[src/rtl/systolic_pkg.sv]
// Shared sizing constants and the accumulator-to-result saturation helper
// for the output-stationary systolic array.
package systolic_pkg;
  localparam int N    = 4;
  localparam int DW   = 8;
  localparam int ACCW = 20;
  localparam int CW   = 16;
  localparam int K    = 4;

  localparam logic signed [ACCW-1:0] SAT_MAX = ACCW'((2 ** (CW - 1)) - 1);
  localparam logic signed [ACCW-1:0] SAT_MIN = ACCW'(-(2 ** (CW - 1)));

  function automatic logic signed [CW-1:0] sat_cw(input logic signed [ACCW-1:0] v);
    if (v > SAT_MAX)      return CW'(SAT_MAX);
    else if (v < SAT_MIN) return CW'(SAT_MIN);
    else                  return CW'(v);
  endfunction
endpackage

[src/rtl/systolic_pe.sv]
// One MAC cell: accumulates a*b when both incoming valids are set and
// forwards row data east / column data south through one register each.
module systolic_pe
  import systolic_pkg::*;
#(
  parameter int DW   = systolic_pkg::DW,
  parameter int ACCW = systolic_pkg::ACCW
) (
  input  logic                   clk,
  input  logic                   rst,
  input  logic                   clr,
  input  logic signed [DW-1:0]   a_i,
  input  logic                   a_v_i,
  input  logic signed [DW-1:0]   b_i,
  input  logic                   b_v_i,
  output logic signed [DW-1:0]   a_o,
  output logic                   a_v_o,
  output logic signed [DW-1:0]   b_o,
  output logic                   b_v_o,
  output logic signed [ACCW-1:0] acc_o
);
  logic signed [DW-1:0]   a_q, a_d, b_q, b_d;
  logic                   a_v_q, a_v_d, b_v_q, b_v_d;
  logic signed [ACCW-1:0] acc_q, acc_d;
  logic signed [2*DW-1:0] prod;

  assign prod = (2*DW)'(a_i) * (2*DW)'(b_i);

  // clr only touches the accumulator; the data/valid pipeline keeps flowing
  always_comb begin
    a_d   = a_i;
    a_v_d = a_v_i;
    b_d   = b_i;
    b_v_d = b_v_i;
    acc_d = acc_q;
    if (clr)                acc_d = '0;
    else if (a_v_i && b_v_i) acc_d = acc_q + ACCW'(prod);
  end

  always_ff @(posedge clk or negedge rst) begin
    if (!rst) begin
      a_q   <= '0;
      a_v_q <= 1'b0;
      b_q   <= '0;
      b_v_q <= 1'b0;
      acc_q <= '0;
    end else begin
      a_q   <= a_d;
      a_v_q <= a_v_d;
      b_q   <= b_d;
      b_v_q <= b_v_d;
      acc_q <= acc_d;
    end
  end

  assign a_o   = a_q;
  assign a_v_o = a_v_q;
  assign b_o   = b_q;
  assign b_v_o = b_v_q;
  assign acc_o = acc_q;
endmodule

[src/rtl/systolic_array_4x4.sv]
// N x N output-stationary systolic multiplier: skewed rows enter on the left,
// skewed columns on top; done latches when the corner PE's stream ends.
module systolic_array_4x4
  import systolic_pkg::*;
#(
  parameter int N    = systolic_pkg::N,
  parameter int DW   = systolic_pkg::DW,
  parameter int ACCW = systolic_pkg::ACCW,
  parameter int CW   = systolic_pkg::CW,
  parameter int K    = systolic_pkg::K
) (
  input  logic              clk,
  input  logic              rst,
  input  logic              clr,
  input  logic [N*DW-1:0]   a_left_flat,
  input  logic [N-1:0]      a_v_row_flat,
  input  logic [N*DW-1:0]   b_top_flat,
  input  logic [N-1:0]      b_v_col_flat,
  output logic [N*N*CW-1:0] C_flat,
  output logic              done
);
  // a_w[i][j] / b_w[i][j] are the operands arriving at PE(i,j); index N is the far edge
  logic [N-1:0][N:0][DW-1:0]     a_w;
  logic [N-1:0][N:0]             av_w;
  logic [N:0][N-1:0][DW-1:0]     b_w;
  logic [N:0][N-1:0]             bv_w;
  logic [N-1:0][N-1:0][ACCW-1:0] acc_w;
  logic [N-1:0][DW:0]            east_unused;
  logic [N-1:0][DW:0]            south_unused;

  for (genvar i = 0; i < N; i++) begin : g_edge
    assign a_w[i][0]       = a_left_flat[i*DW +: DW];
    assign av_w[i][0]      = a_v_row_flat[i];
    assign b_w[0][i]       = b_top_flat[i*DW +: DW];
    assign bv_w[0][i]      = b_v_col_flat[i];
    assign east_unused[i]  = {av_w[i][N], a_w[i][N]};
    assign south_unused[i] = {bv_w[N][i], b_w[N][i]};
  end

  for (genvar i = 0; i < N; i++) begin : g_row
    for (genvar j = 0; j < N; j++) begin : g_col
      systolic_pe #(.DW(DW), .ACCW(ACCW)) u_pe (
        .clk   (clk),
        .rst   (rst),
        .clr   (clr),
        .a_i   (a_w[i][j]),
        .a_v_i (av_w[i][j]),
        .b_i   (b_w[i][j]),
        .b_v_i (bv_w[i][j]),
        .a_o   (a_w[i][j+1]),
        .a_v_o (av_w[i][j+1]),
        .b_o   (b_w[i+1][j]),
        .b_v_o (bv_w[i+1][j]),
        .acc_o (acc_w[i][j])
      );
      assign C_flat[(i*N+j)*CW +: CW] = sat_cw(acc_w[i][j]);
    end
  end

  logic last_v;
  logic last_v_q, last_v_d;
  logic done_q, done_d;

  assign last_v = av_w[N-1][N-1] & bv_w[N-1][N-1];

  always_comb begin
    last_v_d = last_v;
    done_d   = done_q | (last_v_q & ~last_v);
    if (clr) done_d = 1'b0;
  end

  always_ff @(posedge clk or negedge rst) begin
    if (!rst) begin
      last_v_q <= 1'b0;
      done_q   <= 1'b0;
    end else begin
      last_v_q <= last_v_d;
      done_q   <= done_d;
    end
  end

  assign done = done_q;
endmodule

[config.mk]
export PLATFORM = sky130hd
export DESIGN_NAME = systolic_array_4x4
export DESIGN_NICKNAME = d
export VERILOG_FILES = /design/src/rtl/systolic_pkg.sv /design/src/rtl/systolic_pe.sv /design/src/rtl/systolic_array_4x4.sv
export SDC_FILE = /design/constraint.sdc
export NUM_CORES = 2
export LEC_CHECK = 0
export ABC_AREA = 1
export CAP_MARGIN = 20
export CELL_PAD_IN_SITES_DETAIL_PLACEMENT = 1
export CELL_PAD_IN_SITES_GLOBAL_PLACEMENT = 1
export CORE_MARGIN = 2
export CORE_UTILIZATION = 53
export DETAILED_ROUTE_END_ITERATION = 7
export GPL_TIMING_DRIVEN = 0
export HOLD_SLACK_MARGIN = 0.05
export PLACE_DENSITY_LB_ADDON = 0.1
export SYNTH_ARGS = -nofsm -noshare
export SYNTH_HDL_FRONTEND = slang
export SYNTH_HIERARCHICAL = 1
export SYNTH_SLANG_ARGS = --single-unit
[constraint.sdc]
create_clock -name clk -period 7.6 [get_ports clk]
set_input_delay 1.9 -clock clk [delete_from_list [all_inputs] [get_ports clk]]
set_output_delay 1.9 -clock clk [all_outputs]
set_load 0.05 [all_outputs]
==> flow_metrics.env <==
export IMPL_outcome="finished clean"
export IMPL_portBuffers=331
export IMPL_reg2reg_to="g_row[2].g_col[0].u_pe/acc_o[18]"
export IMPL_vias=67200
export IMPL_holdPathEnd="g_row[3].g_col[1].u_pe/a_o[4]"
export IMPL_worst_slew_margin_rel=0.369
export IMPL_ys_warnings_count=6
export IMPL_antenna_found_initial=22
export IMPL_crit_top_cell="nand2_1"
export IMPL_finalHoldViolations=0
export IMPL_dieArea_mm2=0.159
export IMPL_rsz0062_at_grt="no"
export IMPL_h_tree_depth=3
export IMPL_finalSetupViolCount=0
export IMPL_clk_insertion_delay_late_ns=0.72
export IMPL_numCtsBuffers=76
export IMPL_tightest_slew_ns=0.947
export IMPL_cts_tree="done"
export IMPL_coreArea_mm2=0.155
export IMPL_gp_congestion=0.902
export IMPL_startpoint_type="input pin"
export IMPL_final_antenna_net_count=0
export IMPL_grt_overflow=0
export IMPL_reg2regPathDepth=18
export IMPL_hold_start="g_row[3].g_col[0].u_pe/a_o[4]"
export IMPL_clockBufferDepth=3
export IMPL_areaGrowthSynthToFinish_pct=10.7
export IMPL_post_cts_buffers=0
export IMPL_worst_setup_path_type="input pin to register"
export IMPL_nFillCells=19000
export IMPL_track_usage=0.329
export IMPL_cp_max_fo=12
export IMPL_timing_rr_start="g_row[1].g_col[0].u_pe/b_o[0]"
export IMPL_cp_required_ns=8.18
export IMPL_timing_final_max_slew_violations=0
export IMPL_dp_hpwl_um=215000
export IMPL_grt_first_pass_wirelength_um=412000
export IMPL_postCtsHoldBufs=0
export IMPL_routed_wl_um=254000
export IMPL_fin_nets=12900
export IMPL_hold_depth=0
export IMPL_cts_resized_gates=0
export IMPL_cts_root_buf="clkbuf_16"
export IMPL_wl_per_cell_um=19.8
export IMPL_via_per_inst=5.26
export IMPL_netlist_area_mm2=0.0827
export IMPL_ff2ff_setup_slack_ns=2.02
export IMPL_arrival_ns=7.45
export IMPL_dr_pass1_iters=5
export IMPL_crit_path_end_kind="register"
export IMPL_slowest_delay_ns=0.61
export IMPL_synth_cells=10300
export IMPL_grt_max_degree=112
export IMPL_crit_chain="clkdlybuf4s50_1 > clkbuf_1 > nand2_1 > inv_1 > fa_1 > inv_1 > fa_1 > fa_1 > inv_1 > fa_1 > ha_1 > ha_1 > nand2_1 > nor2_1 > nand3_1 > nand2_1 > nand2_1 > nand3_1 > nand2_1"
export IMPL_first_iter_violations=2864
export IMPL_cts_sinks=538
export IMPL_start_util=0.535
export IMPL_crit_buf_inv=5
export IMPL_die_w_um=399
export IMPL_pin_count=332
export IMPL_clk_pin_slew_worst_paths_ns=0.06
export IMPL_drive_gt1_frac=0.0445
export IMPL_grt_pass1_vias=77500
export IMPL_crit_slowest_cell="inv_1"
export IMPL_tns_ns=0
export IMPL_drcViolationCount=0
export IMPL_hold_class="register to register"
export IMPL_row_count=144
export IMPL_fin_crit_ns=6.87
export IMPL_avgSynthCellArea_um2=8.07
export IMPL_die_height_um=399
export IMPL_skew_ns=0.0622
export IMPL_fmax_mhz=146
export IMPL_synth_nets=12500
export IMPL_cp_top_family="adder cells"
export IMPL_fin_crit_sh=0.904
export IMPL_drv_cap=0
[per-layer routing]
metal,vias up,GRT usage,part of all wire
met5,-,0,0
met4,0,0.147,0.049
met3,515,0.0411,0.041
met2,1379,0.589,0.51
met1,34400,0.397,0.40
li1,30900,-,-
[cell type report]
class / count / area, um2 / area share
clock buffers: 93 / 2070 / 0.0226
repair buffers: 337 / 3480 / 0.0380
diodes: 18 / 45.0 / 0.000492
flip-flops and latches: 538 / 13500 / 0.147
multi-input cells: 6847 / 58300 / 0.636
plain buffers: 320 / 1440 / 0.0157
clock inverters: 46 / 677 / 0.00739
inverters: 2550 / 9570 / 0.105
well taps: 2044 / 2560 / 0.0279
[worst reg2reg max path, cell delays in order (launching register included)]
cell	delay, ns
dfrtp_1	0.54
clkbuf_1	0.39
nand2_1	0.17
inv_1	0.61
fa_1	0.56
inv_1	0.09
fa_1	0.44
fa_1	0.55
inv_1	0.05
fa_1	0.43
ha_1	0.29
ha_1	0.38
nand2_1	0.14
nor2_1	0.26
nand3_1	0.25
nand2_1	0.13
nand2_1	0.06
nand3_1	0.07
nand2_1	0.06
[sequential cells by signal, indices dropped and copies added, names as in the netlist]
signal,flops
g_row.g_col.u_pe/a_o,96
done,1
g_row.g_col.u_pe/b_o,96
g_row.g_col.u_pe/b_v_o,12
last_v_q,1
g_row.g_col.u_pe/acc_o,320
g_row.g_col.u_pe/a_v_o,12
[per-stage QoR]
step                      std cells  setup WS (ns)  cell area (um2)  hold WS [ns]   util
after floorplan               10300           1.47            82700         0.352      -
after global placement        12600         -20.73            88600         0.358  0.573
after CTS                     12800          0.824            91500         0.341  0.592
after global routing          12800          0.297            91600         0.350  0.592
final                         12800          0.733            91600         0.345  0.592
after detailed placement      12600         0.0987            88800         0.360  0.574
[worst max path at each step]
stage	slack [ns]	cells after the start	start	to
after floorplan	1.47	21	b_top_flat[2]	g_row[0].g_col[0].u_pe/acc_o[19]
after global placement	-20.73	1	rst	g_row[3].g_col[1].u_pe/acc_o[16]
after detailed placement	0.1	16	a_left_flat[23]	g_row[2].g_col[0].u_pe/acc_o[14]
after CTS	0.82	17	a_left_flat[31]	g_row[3].g_col[0].u_pe/acc_o[18]
after global routing	0.30	19	a_left_flat[23]	g_row[2].g_col[0].u_pe/acc_o[18]
final	0.73	19	a_left_flat[23]	g_row[2].g_col[0].u_pe/acc_o[18]
[cells in the final DEF (no fill, tap or decap), drive strengths merged, types with 27 or more instances in the layout]
cell type	instances
a21o	28
fa	1408
o21ai	344
inv	2543
clkbuf	355
a21oi	291
buf	66
clkinv	30
nand3	266
dfrtp	538
ha	736
nand3b	49
nand4	32
clkdlybuf4s50	329
nor2	524
o22ai	32
or2	27
nand2	2959
Power is not shown: default switching activity piles up to over one toggle a cycle in this logic, so the estimate is an artifact.
